**src/rtl/alib_rle_golomb_encoder_if.sv**
```systemverilog
// Sample-in / code-word-out bundle for the RLE + Exp-Golomb encoder.
// The master side drives samples and FIFO full; the slave side is the encoder.
interface alib_rle_golomb_encoder_if #(
   parameter int WIDTH_CODE = 16
) ();
   localparam int LEN_W = $clog2(WIDTH_CODE) + 1;

   logic [6:0]            i_data;
   logic                  i_last;
   logic                  i_valid;
   logic                  o_ready;
   logic [WIDTH_CODE-1:0] o_wr_data;
   logic [LEN_W-1:0]      o_wr_data_len;
   logic                  o_wr_en;
   logic                  i_full;

   modport master (
      output i_data, i_last, i_valid, i_full,
      input  o_ready, o_wr_data, o_wr_data_len, o_wr_en
   );

   modport slave (
      input  i_data, i_last, i_valid, i_full,
      output o_ready, o_wr_data, o_wr_data_len, o_wr_en
   );
endinterface

```
**src/rtl/alib_rle_golomb_encoder.sv**
```systemverilog
// Zero-run / level encoder emitting ue(v) code words; run write 1 cycle and level write 2 cycles after accept.
// Backpressure: emit states stall with outputs held while i_full is high; o_ready only in COUNT.
module alib_rle_golomb_encoder #(
   parameter int WIDTH_CODE = 16
) (
   input  logic                        i_clk,
   input  logic                        i_rst,
   alib_rle_golomb_encoder_if.slave    bus
);
   localparam int LEN_W = $clog2(WIDTH_CODE) + 1;

   typedef enum logic [1:0] {
      COUNT,
      EMIT_RUN,
      EMIT_LEVEL
   } state_t;

   state_t     state;
   logic [6:0] run_cnt;
   logic [6:0] level_q;
   logic       eob_pend;

   logic [6:0] run_inc;
   logic [6:0] pair_run;
   logic [6:0] code_src;
   logic [7:0] code_nxt;
   logic [3:0] len_nxt;
   logic       accept;
   logic       is_zero;

   function automatic logic [7:0] ue_code(input logic [6:0] v);
      return {1'b0, v} + 8'd1;
   endfunction

   // Length is 2*msb(v+1)+1, i.e. the msb index with a 1 appended.
   function automatic logic [3:0] ue_len(input logic [6:0] v);
      logic [7:0] c;
      logic [2:0] msb;
      c   = {1'b0, v} + 8'd1;
      msb = 3'd0;
      for (int i = 0; i < 8; i++) begin
         if (c[i]) msb = 3'(i);
      end
      return {msb, 1'b1};
   endfunction

   assign accept   = bus.i_valid && (state == COUNT);
   assign is_zero  = (bus.i_data == 7'd0);
   assign run_inc  = run_cnt + 7'd1;
   // Zero samples that leave COUNT (escape or terminal) carry the incremented run.
   assign pair_run = is_zero ? run_inc : run_cnt;

   always_comb begin
      code_src = 7'd0;
      case (state)
         COUNT:    code_src = pair_run;
         EMIT_RUN: code_src = level_q;
         default:  code_src = 7'd0;
      endcase
   end

   assign code_nxt = ue_code(code_src);
   assign len_nxt  = ue_len(code_src);

   assign bus.o_ready = (state == COUNT);
   assign bus.o_wr_en = (state != COUNT) && !bus.i_full;

   always_ff @(posedge i_clk or posedge i_rst) begin
      if (i_rst) begin
         state             <= COUNT;
         run_cnt           <= 7'd0;
         level_q           <= 7'd0;
         eob_pend          <= 1'b0;
         bus.o_wr_data     <= '0;
         bus.o_wr_data_len <= '0;
      end else begin
         case (state)
            COUNT: begin
               if (accept) begin
                  if (!is_zero || run_inc == 7'd127 || bus.i_last) begin
                     level_q           <= bus.i_data;
                     run_cnt           <= 7'd0;
                     // A terminal zero below 127 is itself the EOB pair.
                     eob_pend          <= bus.i_last && (!is_zero || run_inc == 7'd127);
                     bus.o_wr_data     <= WIDTH_CODE'(code_nxt);
                     bus.o_wr_data_len <= LEN_W'(len_nxt);
                     state             <= EMIT_RUN;
                  end else begin
                     run_cnt <= run_inc;
                  end
               end
            end
            EMIT_RUN: begin
               if (!bus.i_full) begin
                  bus.o_wr_data     <= WIDTH_CODE'(code_nxt);
                  bus.o_wr_data_len <= LEN_W'(len_nxt);
                  state             <= EMIT_LEVEL;
               end
            end
            EMIT_LEVEL: begin
               if (!bus.i_full) begin
                  if (eob_pend) begin
                     // Trailing zeros are always 0 here, so the EOB pair is (0,0).
                     eob_pend          <= 1'b0;
                     level_q           <= 7'd0;
                     bus.o_wr_data     <= WIDTH_CODE'(code_nxt);
                     bus.o_wr_data_len <= LEN_W'(len_nxt);
                     state             <= EMIT_RUN;
                  end else begin
                     bus.o_wr_data     <= '0;
                     bus.o_wr_data_len <= '0;
                     state             <= COUNT;
                  end
               end
            end
            default: state <= COUNT;
         endcase
      end
   end
endmodule

```
**src/flat_wrapper.sv**
```systemverilog
// flat-port wrapper written by rule: the top's interface ports become plain ports
module alib_rle_golomb_encoder_flat 
#(
   parameter int WIDTH_CODE = 16
)
  (i_clk, i_rst, bus_i_data, bus_i_last, bus_i_valid, bus_i_full, bus_o_ready, bus_o_wr_data, bus_o_wr_data_len, bus_o_wr_en);
  alib_rle_golomb_encoder_if #(.WIDTH_CODE(WIDTH_CODE)) bus_i ();
  input  logic i_clk;
  input  logic i_rst;
  input wire logic [$bits(bus_i.i_data)-1:0] bus_i_data;
  input wire logic [$bits(bus_i.i_last)-1:0] bus_i_last;
  input wire logic [$bits(bus_i.i_valid)-1:0] bus_i_valid;
  input wire logic [$bits(bus_i.i_full)-1:0] bus_i_full;
  output wire logic [$bits(bus_i.o_ready)-1:0] bus_o_ready;
  output wire logic [$bits(bus_i.o_wr_data)-1:0] bus_o_wr_data;
  output wire logic [$bits(bus_i.o_wr_data_len)-1:0] bus_o_wr_data_len;
  output wire logic [$bits(bus_i.o_wr_en)-1:0] bus_o_wr_en;
  assign bus_i.i_data = bus_i_data;
  assign bus_i.i_last = bus_i_last;
  assign bus_i.i_valid = bus_i_valid;
  assign bus_i.i_full = bus_i_full;
  assign bus_o_ready = bus_i.o_ready;
  assign bus_o_wr_data = bus_i.o_wr_data;
  assign bus_o_wr_data_len = bus_i.o_wr_data_len;
  assign bus_o_wr_en = bus_i.o_wr_en;
  alib_rle_golomb_encoder #(.WIDTH_CODE(WIDTH_CODE)) u_core (.i_clk(i_clk), .i_rst(i_rst), .bus(bus_i));
endmodule
```
**config.mk**
```make
export PLATFORM = sky130hd
export DESIGN_NAME = alib_rle_golomb_encoder_flat
export DESIGN_NICKNAME = d
export VERILOG_FILES = /design/src/rtl/alib_rle_golomb_encoder_if.sv /design/src/rtl/alib_rle_golomb_encoder.sv /design/src/flat_wrapper.sv
export SDC_FILE = /design/constraint.sdc
export NUM_CORES = 1
export LEC_CHECK = 0
export CAP_MARGIN = 10
export CORE_AREA = 2 2 63 65
export DETAILED_ROUTE_END_ITERATION = 8
export DIE_AREA = 0 0 65 67
export PLACE_DENSITY = 0.91
export SLEW_MARGIN = 20
export SYNTH_ARGS = -nofsm -noshare
export SYNTH_HDL_FRONTEND = slang
export SYNTH_SLANG_ARGS = --single-unit
```
**constraint.sdc**
```tcl
create_clock -name i_clk -period 7.6 [get_ports i_clk]
set_input_delay 1.14 -clock i_clk [delete_from_list [all_inputs] [get_ports i_clk]]
set_output_delay 1.14 -clock i_clk [all_outputs]
set_load 0.01 [all_outputs]
```
## Yosys cells after proc, flatten, opt, wreduce, memory -nomap -nowiden

Cells that the tools add are included.

- Input bits: 12
- Output and inout bits: 23
- Register bits after elaboration: 38
- Logic and storage cells: 70

- Add/subtract/negate cells: 2
- Mux-type cells: 37
- Reduce and logical (&&, ||, !) cells: 17
- Equal/unequal tests: 8

Operator list:

| kind | number |
|---|---|
| 2-to-1 mux 16 bit | 4 |
| one-hot mux 16 bit (3 select lines) | 1 |
| 2-to-1 mux 7 bit | 6 |
| one-hot mux 7 bit (2 select lines) | 2 |
| 2-to-1 mux 5 bit | 4 |
| one-hot mux 5 bit (3 select lines) | 1 |
| 2-to-1 mux 2 bit | 6 |
| 2-to-1 mux 3 bit | 4 |
| AND reduction 5 bit | 2 |
| adder 7 x 1 -> 8 bit, second input constant | 1 |
| 2-to-1 mux 8 bit | 1 |
| AND reduction 4 bit | 2 |
| adder 7 x 1 -> 7 bit, second input constant | 1 |
| equality test 7 bit, second input constant | 1 |
| logical NOT 7 bit | 1 |
| inequality test 2 x 1 -> 1 bit, second input constant | 3 |
| one-hot mux 2 bit (3 select lines) | 1 |
| 2-to-1 mux 1 bit | 5 |
| 2-to-1 mux 4 bit | 1 |
| inequality test 2 bit, second input constant | 2 |
| nonzero test 2 bit | 2 |
| logical AND 1 bit | 3 |
| nonzero test 3 bit | 1 |
| equality test 2 x 1 -> 1 bit, second input constant | 1 |
| other kinds (6) | 8 |

## Depth between registers and ports, before layout

Gate-level depths: netlist (run 1).

- Word-level depth: 14
- Gate-level depth with buffers: 13
- Depth with buffers taken out: 12

## Least setup slack after synthesis (run 1)

Ideal clock, no wire load.

- Path type: input to register
- Start point: in bus_i_data[2]
- End point: reg u_core.bus.o_wr_data_len[1]
- Setup slack: 3.798 ns
- Data required time: 7.471 ns
- Stages on the path: 12
- Arrival: 3.673 ns
- Path buffers: 1
- Path through: nor4_1 a211oi_1 a2111oi_1 ha_1 clkbuf_2 nor2_1 nand3_1 a22oi_1 nor4b_1 o211ai_1 a311oi_1 o31ai_1

- Word-level cells in the longest chain between the ends: 14
- Elaborated cells on any way between the ends: 22

Ends and longest elaborated chain:

| what | RTL line | text |
|---|---|---|
| start: declaration | flat_wrapper.sv:10 | `input wire logic [$bits(bus_i.i_data)-1:0] bus_i_data;` |
| logical NOT 7 bit * | alib_rle_golomb_encoder.sv:48 | `assign is_zero = (bus.i_data == 7'd0);` |
| 2-to-1 mux 7 bit | alib_rle_golomb_encoder.sv:51 | `assign pair_run = is_zero ? run_inc : run_cnt;` |
| one-hot mux 7 bit (2 select lines) | alib_rle_golomb_encoder.sv:55 | `case (state)` |
| adder 7 x 1 -> 8 bit | alib_rle_golomb_encoder.sv:39 | `c = {1'b0, v} + 8'd1;` |
| 2-to-1 mux 1 bit | alib_rle_golomb_encoder.sv:42 | `if (c[i]) msb = 3'(i);` |
| 2-to-1 mux 2 bit (2 in a row) | alib_rle_golomb_encoder.sv:42 |  |
| 2-to-1 mux 3 bit (4 in a row) | alib_rle_golomb_encoder.sv:42 |  |
| 2-to-1 mux 4 bit or 2-to-1 mux 5 bit (tied branches) | alib_rle_golomb_encoder.sv:102, alib_rle_golomb_encoder.sv:80 |  |
| 2-to-1 mux 5 bit, on equally long branches | alib_rle_golomb_encoder.sv:101, alib_rle_golomb_encoder.sv:79 |  |
| one-hot mux 5 bit (3 select lines) | alib_rle_golomb_encoder.sv:77 | `case (state)` |
| end signal: assignment | alib_rle_golomb_encoder.sv:86 | `bus.o_wr_data_len <= LEN_W'(len_nxt);` |
| end signal: assignment | alib_rle_golomb_encoder.sv:96 | `bus.o_wr_data_len <= LEN_W'(len_nxt);` |
| end signal: assignment | alib_rle_golomb_encoder.sv:107 | `bus.o_wr_data_len <= LEN_W'(len_nxt);` |
| end: declaration | alib_rle_golomb_encoder_if.sv:24 | `output o_ready, o_wr_data, o_wr_data_len, o_wr_en` |

Every way passes the cells marked *; elsewhere a longest branch is shown, timed or not. The select of a mux whose other input is x is not followed.
A chain may end at the register's enable or synchronous reset.

## Final worst setup path (run 1)

Ends and elaborated chain as after synthesis.

==> impl_metrics.prom, run 1 <==
# TYPE chip_impl_metric gauge
chip_impl_metric{name="crit_path_max_fanout",unit=""} 9
chip_impl_info{name="worst_path_dominant_cell_family",value="compound AO/OA/AOI/OAI gates"} 1
chip_impl_metric{name="final_setup_tns",unit="ns"} 0
chip_impl_metric{name="totalWireLength",unit="mm"} 4.76
chip_impl_metric{name="hold_violations",unit=""} 0
chip_impl_metric{name="synthArstFlopShare",unit=""} 1.00
chip_impl_metric{name="track_usage",unit=""} 0.239
chip_impl_metric{name="cts_inserted_buffers",unit=""} 5
chip_impl_metric{name="clk-insertion-delay-late",unit="ns"} 0.28
chip_impl_metric{name="detailedPlacementHpwl",unit="mm"} 3.50
chip_impl_metric{name="worst-endpoint-arrival",unit="ns"} 4.74
chip_impl_metric{name="gr-total-overflow",unit=""} 0
chip_impl_metric{name="number_of_drc_markers_after_the_initial_detailed_route_iteration",unit=""} 147
chip_impl_metric{name="comb_power_share",unit=""} 0.513
chip_impl_metric{name="timing.final.max_slew_violations",unit=""} 0
chip_impl_metric{name="ctsResizeCount",unit=""} 0
chip_impl_metric{name="post_synth.cell_area_avg",unit="um^2"} 8.86
chip_impl_metric{name="cts.clk_slew.worst_paths",unit="ns"} 0.06
chip_impl_metric{name="row_count",unit=""} 22
chip_impl_metric{name="final_period_minus_worst_setup_slack",unit="ns"} 4.59
chip_impl_metric{name="grt_start_max_net_pins",unit=""} 30
chip_impl_metric{name="timing.final.setup_violations",unit=""} 0
chip_impl_metric{name="htree_levels",unit=""} 2
chip_impl_info{name="class_of_the_most_critical_setup_path",value="input port to flop"} 1
chip_impl_metric{name="core_box_area",unit="um^2"} 3610
chip_impl_metric{name="drt-pass1-iter-count",unit=""} 4
chip_impl_metric{name="cts_setup_buffers",unit=""} 0
chip_impl_metric{name="ir_worst_vdd",unit="V"} 0.000235
chip_impl_metric{name="crit_path_max_incr_delay",unit="ns"} 0.80
chip_impl_metric{name="p_int",unit="mW"} 0.459
chip_impl_metric{name="num-fill-cells",unit=""} 302
chip_impl_metric{name="detail-route-antenna-nets",unit=""} 0
chip_impl_metric{name="die_area",unit="um^2"} 4360
chip_impl_info{name="cts_root_cell",value="sky130_fd_sc_hd__clkbuf_8"} 1
chip_impl_metric{name="r2r_setup_slack",unit="ns"} 4.04
chip_impl_metric{name="buffer_ports.inserted",unit=""} 25
chip_impl_metric{name="synthesis.instances",unit=""} 231
chip_impl_metric{name="power.total",unit="mW"} 0.791
chip_impl_metric{name="cts_sinks",unit=""} 29
chip_impl_metric{name="first_pass_grt_wire_length",unit="mm"} 7.78
chip_impl_metric{name="synth.ff_latch_count",unit=""} 29
chip_impl_metric{name="hold_path_depth",unit=""} 2
chip_impl_metric{name="detailroute.via_count",unit=""} 1826
chip_impl_info{name="grt_setup_unrepaired",value="no"} 1
chip_impl_info{name="cell_type_with_the_highest_aggregate_area_in_the_netlist",value="sky130_fd_sc_hd__dfrtp_1"} 1
chip_impl_metric{name="syn_area",unit="um^2"} 2050
chip_impl_metric{name="skew",unit="ns"} 0.00701
chip_impl_metric{name="share_seq_of_total_power",unit=""} 0.326
chip_impl_metric{name="drcViolationCount",unit=""} 0
chip_impl_info{name="final_common_cell",value="sky130_fd_sc_hd__dfrtp_1"} 1
chip_impl_metric{name="timing.slew.headroom",unit=""} 0.371
chip_impl_metric{name="die-width",unit="um"} 65
chip_impl_metric{name="power.share.clock",unit=""} 0.161
chip_impl_metric{name="via_per_inst",unit=""} 6.11
chip_impl_metric{name="critPathRequiredTime",unit="ns"} 7.75
chip_impl_info{name="worstHoldPathType",value="flop to flop"} 1
chip_impl_info{name="outcome",value="complete, no violations"} 1
chip_impl_info{name="timing.critical_path.to_type",value="flop"} 1
chip_impl_metric{name="antenna_cells_inserted",unit=""} 0
chip_impl_metric{name="gpl.final_weighted_congestion",unit=""} 0.899
chip_impl_info{name="cp_cell_sequence",value="clkdlybuf4s50_1, nor4_1, a211oi_1, a2111oi_1, ha_1, nor2_1, nand3_1, a22oi_1, nor4b_1, o211ai_1, a311oi_1, o31ai_1"} 1
chip_impl_metric{name="maxCapViolCount",unit=""} 0
chip_impl_metric{name="drt-wirelength-per-cell",unit="um"} 15.9
chip_impl_metric{name="synth_edf_count",unit=""} 0
chip_impl_metric{name="yosysWarnings",unit=""} 0
chip_impl_metric{name="initial_utilization",unit=""} 0.568
chip_impl_info{name="ys_top_cells_by_area",value="sky130_fd_sc_hd__dfrtp_1 35%, sky130_fd_sc_hd__nand2_1 4.8%, sky130_fd_sc_hd__mux2i_1 3.4%"} 1
chip_impl_info{name="synth_top_flop_cell",value="sky130_fd_sc_hd__dfrtp_1"} 1
chip_impl_metric{name="grt_antenna_before_repair",unit=""} 0
chip_impl_metric{name="power.net_switching",unit="mW"} 0.333
chip_impl_metric{name="final_util",unit=""} 0.654
chip_impl_metric{name="ff_to_ff_path_depth",unit=""} 11
chip_impl_metric{name="max_freq",unit="MHz"} 218
chip_impl_metric{name="number_of_buffers_and_inverters_on_the_critical_path",unit=""} 1
chip_impl_metric{name="area_growth",unit="%"} 15.2
chip_impl_metric{name="post-route-period-util",unit=""} 0.604
chip_impl_info{name="clock_tree_from_tritoncts",value="built"} 1
chip_impl_info{name="timing.critical_path.from_type",value="input port"} 1
chip_impl_metric{name="final_net_count",unit=""} 266
chip_impl_metric{name="powerDensity",unit="nW/um^2"} 336
chip_impl_metric{name="synth_seq_area_share",unit=""} 0.355
chip_impl_info{name="slowest_stage",value="sky130_fd_sc_hd__a2111oi_1"} 1
chip_impl_info{name="most-common-layout-cells",value="29 x sky130_fd_sc_hd__dfrtp_1, 26 x sky130_fd_sc_hd__nand2_1, 25 x sky130_fd_sc_hd__clkdlybuf4s50_1"} 1
chip_impl_metric{name="drive_above_1_share",unit=""} 0.0717
chip_impl_metric{name="fp.dieH",unit="um"} 67
chip_impl_metric{name="post_synth_cell_types",unit=""} 63
chip_impl_metric{name="synth_top_area_share",unit=""} 0.355
chip_impl_metric{name="worst-slew-pin-transition",unit="ns"} 0.943
chip_impl_metric{name="boundaryPins",unit=""} 35
chip_impl_metric{name="worst-path-stages",unit=""} 12
chip_impl_metric{name="number_of_global_route_vias_before_repair",unit=""} 1657
chip_impl_metric{name="cts-hold-fix-buffers",unit=""} 0
chip_impl_metric{name="worst_hold_slack",unit="ns"} 0.487
chip_impl_metric{name="p_leak",unit="nW"} 0.984
chip_impl_metric{name="clock_path_buffers",unit=""} 2
chip_impl_metric{name="power.share.switching",unit=""} 0.420
-- cell type report --
cell class                 count  area (um^2)  share of cell area
timing repair buffer          26          258               0.109
clock buffer                   7         86.3              0.0366
sequential                    29          726               0.308
multi-input combinational    178         1190               0.503
tap                           48         60.1              0.0255
inverter                      11         41.3              0.0175
-- power groups by stage --
stage	Combinational [mW]	Sequential, mW	Clock (mW)
final	0.406	0.258	0.127
after global routing	0.444	0.264	0.137
after CTS	0.405	0.257	0.128
after detailed placement	0.402	0.258	0
after global placement	0.395	0.257	0
after floorplan	0.284	0.248	0
-- cell families (layout without fill, tap and decap cells) --
kind of cell	after synthesis	count (layout)	share of synthesized area
AOI/OAI and AO/OA	67	67	0.257
adders and majority gates	3	3	0.0183
other	1	9	0.00183
and+or+nand+nor	82	82	0.211
muxes	7	7	0.0342
buffers and inverters	32	44	0.0801
xor gates and xnor gates	10	10	0.0428
DFF	29	29	0.355
-- Yosys cell counts (6+ instances only) --
cell                       instances
sky130_fd_sc_hd__a21oi_1           9
sky130_fd_sc_hd__a22o_1            6
sky130_fd_sc_hd__buf_4             9
sky130_fd_sc_hd__clkbuf_1          7
sky130_fd_sc_hd__dfrtp_1          29
sky130_fd_sc_hd__inv_1            10
sky130_fd_sc_hd__mux2i_1           7
sky130_fd_sc_hd__nand2_1          26
sky130_fd_sc_hd__nand3_1           6
sky130_fd_sc_hd__nor2_1           17
sky130_fd_sc_hd__o21ai_0          14
sky130_fd_sc_hd__o31ai_1           7
sky130_fd_sc_hd__xnor2_1           7
-- tightest hold or removal path, cell delays in order (launching register included) --
cell	delay [ns]
sky130_fd_sc_hd__dfrtp_1	0.35
sky130_fd_sc_hd__nand2_1	0.05
sky130_fd_sc_hd__nand2_1	0.05
-- state kept, by name (all words and copies together), names as in the netlist --
register,count
u_core.bus.o_wr_data,8
u_core.bus.o_wr_data_len,4
u_core.eob_pend,1
u_core.level_q,7
u_core.run_cnt,7
u_core.state,2
-- metal layers --
metal	routed length, um	part of all wire	vias to the layer above	GRT usage
li1	-	-	882	-
met1	2140	0.45	865	0.303
met2	2180	0.46	68	0.387
met3	336	0.071	11	0.0642
met4	114	0.024	0	0.0957
met5	0	0	-	0
-- stage by stage --
stage               setup WS, ns  instance area, um^2  cells
finish                      3.01                 2360    299
global route                2.75                 2360    299
CTS                         3.01                 2360    299
detailed placement          2.71                 2270    292
global placement            2.95                 2270    292
floorplan                   3.80                 2080    239
-- worst paths after layout --
kind                                        startpoint                          end
min in group asynchronous                        i_rst            u_core.level_q[2]
max in group asynchronous                        i_rst              u_core.eob_pend
setup reg to reg                       u_core.state[0]  u_core.bus.o_wr_data_len[1]
setup / recovery                         bus_i_data[2]  u_core.bus.o_wr_data_len[1]
hold reg to reg            u_core.bus.o_wr_data_len[0]  u_core.bus.o_wr_data_len[0]
hold / removal             u_core.bus.o_wr_data_len[0]  u_core.bus.o_wr_data_len[0]
Power figures use the tool's default switching activity.
==> run 2, diff against run 1 <==
--- a/config.mk
+++ b/config.mk
@@ -6,10 +6,10 @@
 export NUM_CORES = 1
 export LEC_CHECK = 0
 export CAP_MARGIN = 10
-export CORE_AREA = 2 2 63 65
+export CORE_AREA = 2 2 69 71
 export DETAILED_ROUTE_END_ITERATION = 8
-export DIE_AREA = 0 0 65 67
-export PLACE_DENSITY = 0.91
+export DIE_AREA = 0 0 71 73
+export PLACE_DENSITY = 0.81
 export SLEW_MARGIN = 20
 export SYNTH_ARGS = -nofsm -noshare
 export SYNTH_HDL_FRONTEND = slang
==> constraint.sdc (replaced) <==
create_clock -name i_clk -period 4.1 [get_ports i_clk]
set_input_delay 0.615 -clock i_clk [delete_from_list [all_inputs] [get_ports i_clk]]
set_output_delay 0.615 -clock i_clk [all_outputs]
set_load 0.01 [all_outputs]
==> impl_metrics.prom, run 2 (synthesis gave the netlist of run 1 again) <==
# TYPE chip_impl_metric gauge
chip_impl_info{name="outcome",value="complete, no violations"} 1
chip_impl_metric{name="track_usage",unit=""} 0.207
chip_impl_metric{name="first_pass_grt_wire_length",unit="mm"} 8.45
chip_impl_metric{name="crit_path_max_incr_delay",unit="ns"} 0.54
chip_impl_metric{name="ctsResizeCount",unit=""} 0
chip_impl_metric{name="hold_path_depth",unit=""} 2
chip_impl_info{name="regToRegEndpoint",value="u_core.bus.o_wr_data_len[2]"} 1
chip_impl_metric{name="row_count",unit=""} 25
chip_impl_metric{name="max_freq",unit="MHz"} 269
chip_impl_metric{name="initial_utilization",unit=""} 0.451
chip_impl_info{name="timing.critical_path.from_type",value="input port"} 1
chip_impl_info{name="clock_tree_from_tritoncts",value="built"} 1
chip_impl_metric{name="timing.final.max_slew_violations",unit=""} 0
chip_impl_metric{name="skew",unit="ns"} 0.00879
chip_impl_metric{name="detailroute.via_count",unit=""} 1834
chip_impl_metric{name="die_area",unit="um^2"} 5180
chip_impl_metric{name="ir_worst_vdd",unit="V"} 0.000258
chip_impl_info{name="grt_setup_unrepaired",value="no"} 1
chip_impl_metric{name="gr-total-overflow",unit=""} 0
chip_impl_info{name="worst_path_dominant_cell_family",value="compound AO/OA/AOI/OAI gates"} 1
chip_impl_metric{name="p_leak",unit="nW"} 1.01
chip_impl_info{name="worstHoldPathType",value="flop to flop"} 1
chip_impl_metric{name="clock_path_buffers",unit=""} 2
chip_impl_metric{name="number_of_global_route_vias_before_repair",unit=""} 1782
chip_impl_metric{name="largest_register_ffs",unit=""} 8
chip_impl_metric{name="post-place-cells",unit=""} 303
chip_impl_metric{name="final_period_minus_worst_setup_slack",unit="ns"} 3.72
chip_impl_metric{name="via_per_inst",unit=""} 5.90
chip_impl_metric{name="maxCapViolCount",unit=""} 0
chip_impl_metric{name="postLayoutCellArea",unit="um^2"} 2400
chip_impl_info{name="worstHoldStart",value="u_core.bus.o_wr_data[0]"} 1
chip_impl_metric{name="number_of_drc_markers_after_the_initial_detailed_route_iteration",unit=""} 159
chip_impl_metric{name="worst_hold_slack",unit="ns"} 0.481
chip_impl_metric{name="final_setup_tns",unit="ns"} 0
chip_impl_metric{name="totalWireLength",unit="mm"} 5.00
chip_impl_metric{name="final_net_count",unit=""} 271
chip_impl_metric{name="drcViolationCount",unit=""} 0
chip_impl_metric{name="cts_sinks",unit=""} 29
chip_impl_metric{name="final_critical_path_setup_slack",unit="ns"} 0.383
chip_impl_metric{name="fp.dieH",unit="um"} 73
chip_impl_info{name="cp_cell_sequence",value="clkdlybuf4s50_1, nor4_1, a211oi_1, a2111oi_1, ha_1, nor2_1, nand3_1, a22oi_1, nor4b_1, o211ai_1, a311oi_1, o31ai_1"} 1
chip_impl_info{name="slowest_stage",value="sky130_fd_sc_hd__nor4_1"} 1
chip_impl_metric{name="power.total",unit="mW"} 1.51
chip_impl_metric{name="core_box_area",unit="um^2"} 4540
chip_impl_metric{name="buffer_ports.inserted",unit=""} 25
chip_impl_info{name="timing.critical_path.to_type",value="flop"} 1
chip_impl_info{name="max_flop_register",value="u_core.bus.o_wr_data"} 1
chip_impl_metric{name="worst-slew-pin-transition",unit="ns"} 0.643
chip_impl_metric{name="drive_above_1_share",unit=""} 0.0973
chip_impl_metric{name="die-width",unit="um"} 71
chip_impl_metric{name="crit_path_max_fanout",unit=""} 7
chip_impl_metric{name="grt_start_max_net_pins",unit=""} 30
chip_impl_metric{name="clk-insertion-delay-late",unit="ns"} 0.30
chip_impl_metric{name="post-route-period-util",unit=""} 0.907
chip_impl_metric{name="drt-wirelength-per-cell",unit="um"} 16.1
chip_impl_info{name="timing.hold.worst_endpoint",value="u_core.bus.o_wr_data[0]"} 1
chip_impl_metric{name="post_dp_cell_area",unit="um^2"} 2320
chip_impl_metric{name="boundaryPins",unit=""} 35
chip_impl_metric{name="critPathRequiredTime",unit="ns"} 4.27
chip_impl_info{name="most-common-layout-cells",value="29 x sky130_fd_sc_hd__dfrtp_1, 26 x sky130_fd_sc_hd__nand2_1, 25 x sky130_fd_sc_hd__clkdlybuf4s50_1"} 1
chip_impl_metric{name="detailedPlacementHpwl",unit="mm"} 3.67
chip_impl_metric{name="final_util",unit=""} 0.530
chip_impl_metric{name="antenna_cells_inserted",unit=""} 0
chip_impl_metric{name="timing.slew.headroom",unit=""} 0.570
chip_impl_metric{name="cts-hold-fix-buffers",unit=""} 0
chip_impl_metric{name="area_growth",unit="%"} 17.4
chip_impl_metric{name="drt-pass1-iter-count",unit=""} 4
chip_impl_metric{name="detail-route-antenna-nets",unit=""} 0
chip_impl_metric{name="pre_cts_slack",unit="ns"} 0.143
chip_impl_metric{name="powerDensity",unit="nW/um^2"} 629
chip_impl_metric{name="number_of_buffers_and_inverters_on_the_critical_path",unit=""} 1
chip_impl_metric{name="cts.clk_slew.worst_paths",unit="ns"} 0.07
chip_impl_info{name="startpoint_of_the_lowest_slack_register_to_register_path",value="u_core.run_cnt[1]"} 1
chip_impl_metric{name="cts_setup_buffers",unit=""} 0
chip_impl_metric{name="htree_levels",unit=""} 2
chip_impl_info{name="largestRegisters",value="u_core.bus.o_wr_data: 8 flops, u_core.level_q: 7 flops, u_core.run_cnt: 7 flops"} 1
chip_impl_metric{name="timing.final.setup_violations",unit=""} 0
chip_impl_metric{name="worst-endpoint-arrival",unit="ns"} 3.89
chip_impl_metric{name="cts_inserted_buffers",unit=""} 5
chip_impl_metric{name="ff_to_ff_path_depth",unit=""} 8
chip_impl_metric{name="grt_antenna_before_repair",unit=""} 0
chip_impl_info{name="class_of_the_most_critical_setup_path",value="input port to flop"} 1
chip_impl_metric{name="layoutNonFillerInstCount",unit=""} 311
chip_impl_metric{name="hold_violations",unit=""} 0
chip_impl_metric{name="r2r_setup_slack",unit="ns"} 0.80
chip_impl_info{name="cts_root_cell",value="sky130_fd_sc_hd__clkbuf_8"} 1
chip_impl_info{name="final_common_cell",value="sky130_fd_sc_hd__dfrtp_1"} 1
chip_impl_metric{name="gpl.final_weighted_congestion",unit=""} 0.882
==> run 2: cell type report <==
type / count / area (um^2)
Clock inverter: 3 / 17.5
Timing Repair Buffer: 31 / 295
Tap cell: 54 / 67.6
Multi-Input combinational cell: 178 / 1190
Inverter: 11 / 41.3
Sequential cell: 29 / 726
Fill cell: 420 / 2130
Clock buffer: 5 / 68.8
==> run 2: routing by layer <==
metal,global-route usage,wire length (um)
met1,0.275,2270
met2,0.324,2280
met3,0.0401,273
met4,0.105,176
met5,0,0
==> run 2: worst max-delay path by stage <==
stage / end / startpoint / cells after the start
floorplan: u_core.bus.o_wr_data_len[1] / bus_i_data[2] / 12
finish: u_core.bus.o_wr_data_len[1] / bus_i_data[2] / 12
detailed placement: u_core.bus.o_wr_data_len[1] / bus_i_data[2] / 12
global route: u_core.bus.o_wr_data_len[1] / bus_i_data[2] / 12
CTS: u_core.bus.o_wr_data_len[1] / bus_i_data[2] / 12
global placement: u_core.bus.o_wr_data_len[2] / bus_i_data[2] / 10
==> run 2: power breakdown <==
| part | internal, mW | switching (mW) |
|---|---|---|
| clock network | 0.117 | 0.122 |
| logic | 0.361 | 0.466 |
| registers | 0.383 | 0.0636 |
==> run 2: tightest hold or removal path, delay by kind of cell, from the launching register on <==
family	cells	cell delay, ns
compound gates	1	0.06
flops	1	0.34
simple gates	1	0.04
